===== config.mk =====
export PLATFORM = sky130hd
export DESIGN_NAME = imm_encoder
export DESIGN_NICKNAME = d
export VERILOG_FILES = /design/src/rtl/imm_encoder.sv
export SDC_FILE = /design/constraint.sdc
export NUM_CORES = 1
export LEC_CHECK = 0
export ABC_AREA = 1
export BUFFER_PORTS_ARGS = -buffer_cell sky130_fd_sc_hd__buf_2
export CAP_MARGIN = 20
export CELL_PAD_IN_SITES_DETAIL_PLACEMENT = 0
export CELL_PAD_IN_SITES_GLOBAL_PLACEMENT = 1
export CORE_ASPECT_RATIO = 0.9
export CORE_MARGIN = 4
export CORE_UTILIZATION = 35
export DETAILED_ROUTE_END_ITERATION = 6
export MAX_ROUTING_LAYER = met4
export PLACE_DENSITY_LB_ADDON = 0.1
export SLEW_MARGIN = 25
export SYNTH_ARGS = -nofsm -noshare
export SYNTH_HDL_FRONTEND = slang
export SYNTH_SLANG_ARGS = --single-unit

===== constraint.sdc =====
create_clock -name clk -period 4 [get_ports clk]
set_input_delay 0.8 -clock clk [delete_from_list [all_inputs] [get_ports clk]]
set_output_delay 0.8 -clock clk [all_outputs]
set_load 0.01 [all_outputs]

===== src/rtl/imm_encoder.sv =====
// imm_encoder: RV32 immediate encoder, the inverse of the immediate extender.
// It scatters a 32-bit immediate into the I/S/B/J/U bit fields of a base
// instruction word and flags immediates the chosen format cannot hold.
// A single registered output stage sits behind a valid/ready handshake.
// Ports:
//   clk, rst                 clock, synchronous active-high reset
//   InValid/InReady          input handshake (InReady is combinational)
//   BaseInstr, Imm           base instruction word and immediate value
//   ImmControl               format: 0=I 1=S 2=B 3=J 4=U, 5-7 illegal
//   OutValid/OutReady        output handshake
//   Instr, RangeErr          encoded instruction, not-representable flag
//   EncCount, ErrCount       completed output handshakes / ones with RangeErr
module imm_encoder #(
  parameter int unsigned CNT_W = 16
) (
  input  logic             clk,
  input  logic             rst,
  input  logic             InValid,
  output logic             InReady,
  input  logic [31:0]      BaseInstr,
  input  logic [31:0]      Imm,
  input  logic [2:0]       ImmControl,
  output logic             OutValid,
  input  logic             OutReady,
  output logic [31:0]      Instr,
  output logic             RangeErr,
  output logic [CNT_W-1:0] EncCount,
  output logic [CNT_W-1:0] ErrCount
);

  localparam logic [2:0] FMT_I = 3'd0;
  localparam logic [2:0] FMT_S = 3'd1;
  localparam logic [2:0] FMT_B = 3'd2;
  localparam logic [2:0] FMT_J = 3'd3;
  localparam logic [2:0] FMT_U = 3'd4;

  typedef enum logic {
    EMPTY = 1'b0,
    FULL  = 1'b1
  } state_e;

  state_e           state_q, state_d;
  logic [31:0]      instr_q, instr_d;
  logic             range_err_q, range_err_d;
  logic [CNT_W-1:0] enc_cnt_q, enc_cnt_d;
  logic [CNT_W-1:0] err_cnt_q, err_cnt_d;

  logic [31:0]      enc_instr_c;
  logic             enc_err_c;
  logic             in_hs_c;
  logic             out_hs_c;

  // Field scatter and representability check for the incoming beat.
  // "All equal" over a sign-extension run means all ones or all zeros.
  always_comb begin
    enc_instr_c = BaseInstr;
    enc_err_c   = 1'b0;
    case (ImmControl)
      FMT_I: begin
        enc_instr_c[31:20] = Imm[11:0];
        enc_err_c          = !((&Imm[31:11]) || !(|Imm[31:11]));
      end
      FMT_S: begin
        enc_instr_c[31:25] = Imm[11:5];
        enc_instr_c[11:7]  = Imm[4:0];
        enc_err_c          = !((&Imm[31:11]) || !(|Imm[31:11]));
      end
      FMT_B: begin
        enc_instr_c[31]    = Imm[12];
        enc_instr_c[7]     = Imm[11];
        enc_instr_c[30:25] = Imm[10:5];
        enc_instr_c[11:8]  = Imm[4:1];
        enc_err_c          = !((&Imm[31:12]) || !(|Imm[31:12])) || Imm[0];
      end
      FMT_J: begin
        enc_instr_c[31]    = Imm[20];
        enc_instr_c[19:12] = Imm[19:12];
        enc_instr_c[20]    = Imm[11];
        enc_instr_c[30:21] = Imm[10:1];
        enc_err_c          = !((&Imm[31:20]) || !(|Imm[31:20])) || Imm[0];
      end
      FMT_U: begin
        enc_instr_c[31:12] = Imm[31:12];
        enc_err_c          = |Imm[11:0];
      end
      default: begin
        enc_err_c = 1'b1;
      end
    endcase
  end

  // Ready whenever the stage is empty or drains this cycle; never during reset.
  assign InReady  = !rst && ((state_q == EMPTY) || OutReady);
  assign in_hs_c  = InValid && InReady;
  assign out_hs_c = (state_q == FULL) && OutReady;

  // Next-state and datapath/counter update.
  always_comb begin
    state_d     = state_q;
    instr_d     = instr_q;
    range_err_d = range_err_q;
    enc_cnt_d   = enc_cnt_q;
    err_cnt_d   = err_cnt_q;

    case (state_q)
      EMPTY: begin
        if (in_hs_c) begin
          state_d = FULL;
        end
      end
      FULL: begin
        if (out_hs_c && !in_hs_c) begin
          state_d = EMPTY;
        end
      end
      default: begin
        state_d = EMPTY;
      end
    endcase

    if (in_hs_c) begin
      instr_d     = enc_instr_c;
      range_err_d = enc_err_c;
    end

    if (out_hs_c) begin
      enc_cnt_d = enc_cnt_q + CNT_W'(1);
      if (range_err_q) begin
        err_cnt_d = err_cnt_q + CNT_W'(1);
      end
    end
  end

  // State and output registers.
  always_ff @(posedge clk) begin
    if (rst) begin
      state_q     <= EMPTY;
      instr_q     <= 32'd0;
      range_err_q <= 1'b0;
      enc_cnt_q   <= '0;
      err_cnt_q   <= '0;
    end else begin
      state_q     <= state_d;
      instr_q     <= instr_d;
      range_err_q <= range_err_d;
      enc_cnt_q   <= enc_cnt_d;
      err_cnt_q   <= err_cnt_d;
    end
  end

  assign OutValid = (state_q == FULL);
  assign Instr    = instr_q;
  assign RangeErr = range_err_q;
  assign EncCount = enc_cnt_q;
  assign ErrCount = err_cnt_q;

endmodule


# Word level (Yosys, flattened, before mapping)
# Index checks and enable logic that the tools add are counted.
dict set report totals {
  word_cells 49
  ff_bits 66
  romBits 0
  memories 0
  input_bits 71
  latch_bits 0
  out_inout_bits 67
  ramBits 0
}
dict set report op_classes {
  addsub 2
  n_mux 8
  n_shift 0
  n_div 0
  bitwise 1
  magnitude_cmp 0
  multipliers 0
  n_eq_ne 4
  n_reduce_logical 29
}
# operator count
set op_table {}
lappend op_table {{$add A16 B1 Y16 const B} 2}
lappend op_table {{$pmux W7 S4} 1}
lappend op_table {{$reduce_or A12 Y1} 2}
lappend op_table {{$reduce_and A21 Y1} 1}
lappend op_table {{$reduce_or A21 Y1} 1}
lappend op_table {{$reduce_and A20 Y1} 1}
lappend op_table {{$reduce_or A20 Y1} 1}
lappend op_table {{$pmux W5 S3} 1}
lappend op_table {{$reduce_and A12 Y1} 1}
lappend op_table {{$pmux W5 S2} 1}
lappend op_table {{$logic_not A1 Y1} 8}
lappend op_table {{$mux W8} 1}
lappend op_table {{$eq A3 B2 Y1 const B} 2}
lappend op_table {{$logic_or A1 B1 Y1} 6}
lappend op_table {{$logic_and A1 B1 Y1} 4}
lappend op_table {{$pmux W1 S4} 1}
lappend op_table {{$reduce_or A2 Y1} 2}
lappend op_table {{$eq A3 B1 Y1 const B} 1}
lappend op_table {{$eq A3 B3 Y1 const B} 1}
lappend op_table {{$logic_not A3 Y1} 1}
lappend op_table {{$mux W1} 2}
lappend op_table {{$pmux W1 S2} 1}
lappend op_table {{$reduce_and A2 Y1} 1}
lappend op_table {{$not A1 Y1} 1}

# Logic depth before layout (Yosys ltp)
dict set report logic_depth {
  word_depth 8
  depth_mapped 10
  mapped_depth_nobuf 10
}

# Worst setup path after synthesis
# No wires, ideal clock.
dict set report synth_timing {
  kind {input -> output}
  startpoint {input port OutReady}
  endpoint {output port InReady}
  path_slack_ns 2.104
  n_path_buf 0
  path_stages 4
  required_time_ns 3.200
  arrival_time_ns 1.096
  cell_sequence {inv_1 > nand2_1 > inv_2 > nor2_1}
}
dict set report synth_between {
  elab_chain_len 2
}
# element line_no
set synth_lines {}
lappend synth_lines {{from (decl)} 24} ;# input logic OutReady,
lappend synth_lines {{$logic_or A1 B1 Y1} 93} ;# assign InReady = !rst && ((state_q == EMPTY) || OutReady);
lappend synth_lines {{$logic_and A1 B1 Y1} 93}
lappend synth_lines {{to (decl)} 19} ;# output logic InReady,
# No other way between the ends.

# Worst setup path in the final report
dict set report layout_timing {
  startpoint {input port rst}
  endpoint {output port InReady}
}
dict set report layout_between {
  elab_chain_len 2
}
# element line_no
set layout_lines {}
lappend layout_lines {{from (decl)} 17} ;# input logic rst,
lappend layout_lines {{$logic_not A1 Y1} 93}
lappend layout_lines {{$logic_and A1 B1 Y1} 93}
# No other way between the ends.

==> qor.yml <==
syn_inst: 511
fp.dieW_um: 112.4
cts_root_buffer: "clkbuf_8"
ff_latch_area_um2: 1321
endpoint_kind: "output pin"
finalSetupTns_ps: 0
htree_levels: 3
holdWs_ps: 460.5
setup_violations: 0
synth.largest_area_cell: "dfxtp_1"
clk_pin_slew_ps: 70
die-area_um2: 11470
crit_type: "in2out"
fp.dieH_um: 102.0
cts_buffer_depth: 2
yosysWarnings: 0
p_leak_uw: 0.002116
holdBufCountCts: 0
syn_area_um2: 3436
n_antenna_cell: 0
grt_max_degree: 32
synth_area_leaders: "dfxtp_1 (38%), nand2_1 (14%), nor2_1 (8.3%)"
io_buffers: 137
holdCritStartpoint: "Instr[26]"
insertion_delay_ps: 350
nFillCells: 1058
grt_pass1_wl_mm: 17.06
maxSlewHeadroom_pct: 42.24
start_util_pct: 35.74
pwr-share-clk_pct: 42.7
gr-total-overflow: 0
post_synth_num_cell_types: 36
post_cts_resized: 0
num_vias: 3739
drtIter0Drc: 221
finalHoldViolations: 0
rsz0062_at_grt: "false"
dp_hpwl_mm: 8.229
p_sw_uw: 431.5
fin_worst_skew_ps: 12.21
wl_mm: 10.60
cts_tree: "yes"
max_freq_ghz: 0.4459
num_rows: 34
max_cap_viol_count: 0
preCtsSetupSlack_ps: 1411
p_per_area_nw_per_um2: 363.5
comb_power_share_pct: 13.7
synth_top_area_share_pct: 38.46
vias_per_cell: 4.818
critical_path_arrival_ps: 1440
final_core_util_pct: 46.45
slew_violations: 0
antenna_found_initial: 0
remaining_drc_errors: 0
cp.required_ps: 3200
synth.net_count: 584
peakVddDrop_v: 0.0001386
final_cell_area_um2: 4466
synth-seq-cells: 66
tightestPinTransition_ps: 865.5
post-cts-setup-buffers: 0
timing.rr.start: "OutValid"
multi_input_area_um2: 1864
synth.avg_cell_area_um2: 6.724
crit_path_start: "rst"
drive_gt1_share_pct: 27.38
outcome: "complete, no violations"
place_congestion: 0.8947
firstDrtPassIters: 4
start_kind: "input port"
swShare_pct: 26.59
hold_class: "reg2reg"
place_area_um2: 4224
coreArea_um2: 9614
postRouteAntennaNets: 0
grt_pass1_vias: 3594
finalNetCount: 718
cp_max_fo: 20
pwr-share-seq_pct: 43.6
avgRoutedWirePerCell_um: 13.66
min_period_ps: 2243
setup_ws_ps: 1757
globalRouteTotalUtil_pct: 18.86
power.internal_uw: 1192
area_growth_pct: 29.97
ios: 138
post-route-period-util_pct: 56.07
cts_sinks: 66
ys_seq_area_share_pct: 38.46
cts_buffers: 9
## power groups by stage
stage / logic, uW / registers [uW] / clock network (uW)
floorplan: 103 / 736 / 0
global placement: 223 / 723 / 0
detailed placement: 224 / 723 / 0
CTS: 225 / 708 / 704
global route: 250 / 712 / 737
finish: 223 / 708 / 692
## critical path, stage by stage
cell and delay [ps]:
buf_2 350, nor2_1 130, buf_2 160
## cell type report
cell class              instances  area share, %
clock buffers                  10          2.858
clock inverters                 6          2.550
inverters                      48          4.035
multi-input cells             381          41.75
flip-flops and latches         66          29.59
well taps                     126          3.530
repair buffers                139          15.69
## path summary, 6_finish.rpt
| check | end | slack, ps | depth (start not counted) |
|---|---|---|---|
| setup / recovery | InReady | 1760 | 3 |
| hold / removal | Instr[26] | 460 | 2 |
| setup reg to reg | Instr[21] | 2160 | 7 |
| hold reg to reg | Instr[26] | 460 | 2 |
## flip-flops by register name, summed over array words and instances (netlist names)
name	count
OutValid	1
EncCount	16
Instr	32
ErrCount	16
RangeErr	1
## cell families (layout without fill, tap and decap cells)
group,after synthesis,count (layout),synth area share [%]
buf+inv,64,203,7.356
compound gates,94,94,15.73
simple gates,278,278,35.94
fa+ha+maj,2,2,0.7282
flops,66,66,38.46
xor+xnor,7,7,1.784
## per-stage QoR
step	power [uW]	std cells
CTS	1637	776
global placement	945.4	760
detailed placement	947.0	760
global route	1699	776
finish	1623	776
floorplan	839.5	511
## synth_stat cells
cell type  instances
a21o_1             1
a21oi_1           48
a31oi_1            1
a32oi_1            6
buf_1              2
buf_2             10
clkbuf_1           4
clkinv_1           1
dfxtp_1           66
ha_1               2
inv_1             39
inv_2              8
nand2_1          124
nand2_2            2
nand2_4            1
nand3_1           46
nand3_2            1
nand3_4            1
nand3b_1           1
nand4_1            3
nor2_1            76
nor2_2             4
nor2_4             4
nor2_8             1
nor3_1            11
nor3_4             1
nor3b_1            2
o2111ai_1          1
o211ai_1           1
o21a_1             4
o21ai_0           10
o21ai_1            9
o22ai_1            4
o31ai_1            9
xnor2_1            2
xor2_1             5
## routing by layer
layer / track usage, % / wire, um
met5: - / 0
met4: 4.806 / 77
met3: 3.256 / 484
met2: 31.65 / 4970
met1: 23.81 / 5070
## layout by cell type (no fill, tap or decap), types with 6 or more instances in the layout
master | Yosys | final
a21oi_1 | 48 | 48
a32oi_1 | 6 | 6
buf_2 | 10 | 137
clkbuf_8 | 0 | 9
dfxtp_1 | 66 | 66
inv_1 | 39 | 39
inv_2 | 8 | 8
nand2_1 | 124 | 123
nand3_1 | 46 | 46
nor2_1 | 76 | 76
nor3_1 | 11 | 11
o21ai_0 | 10 | 10
o21ai_1 | 9 | 9
o31ai_1 | 9 | 9
(Power assumes the default switching activity.)
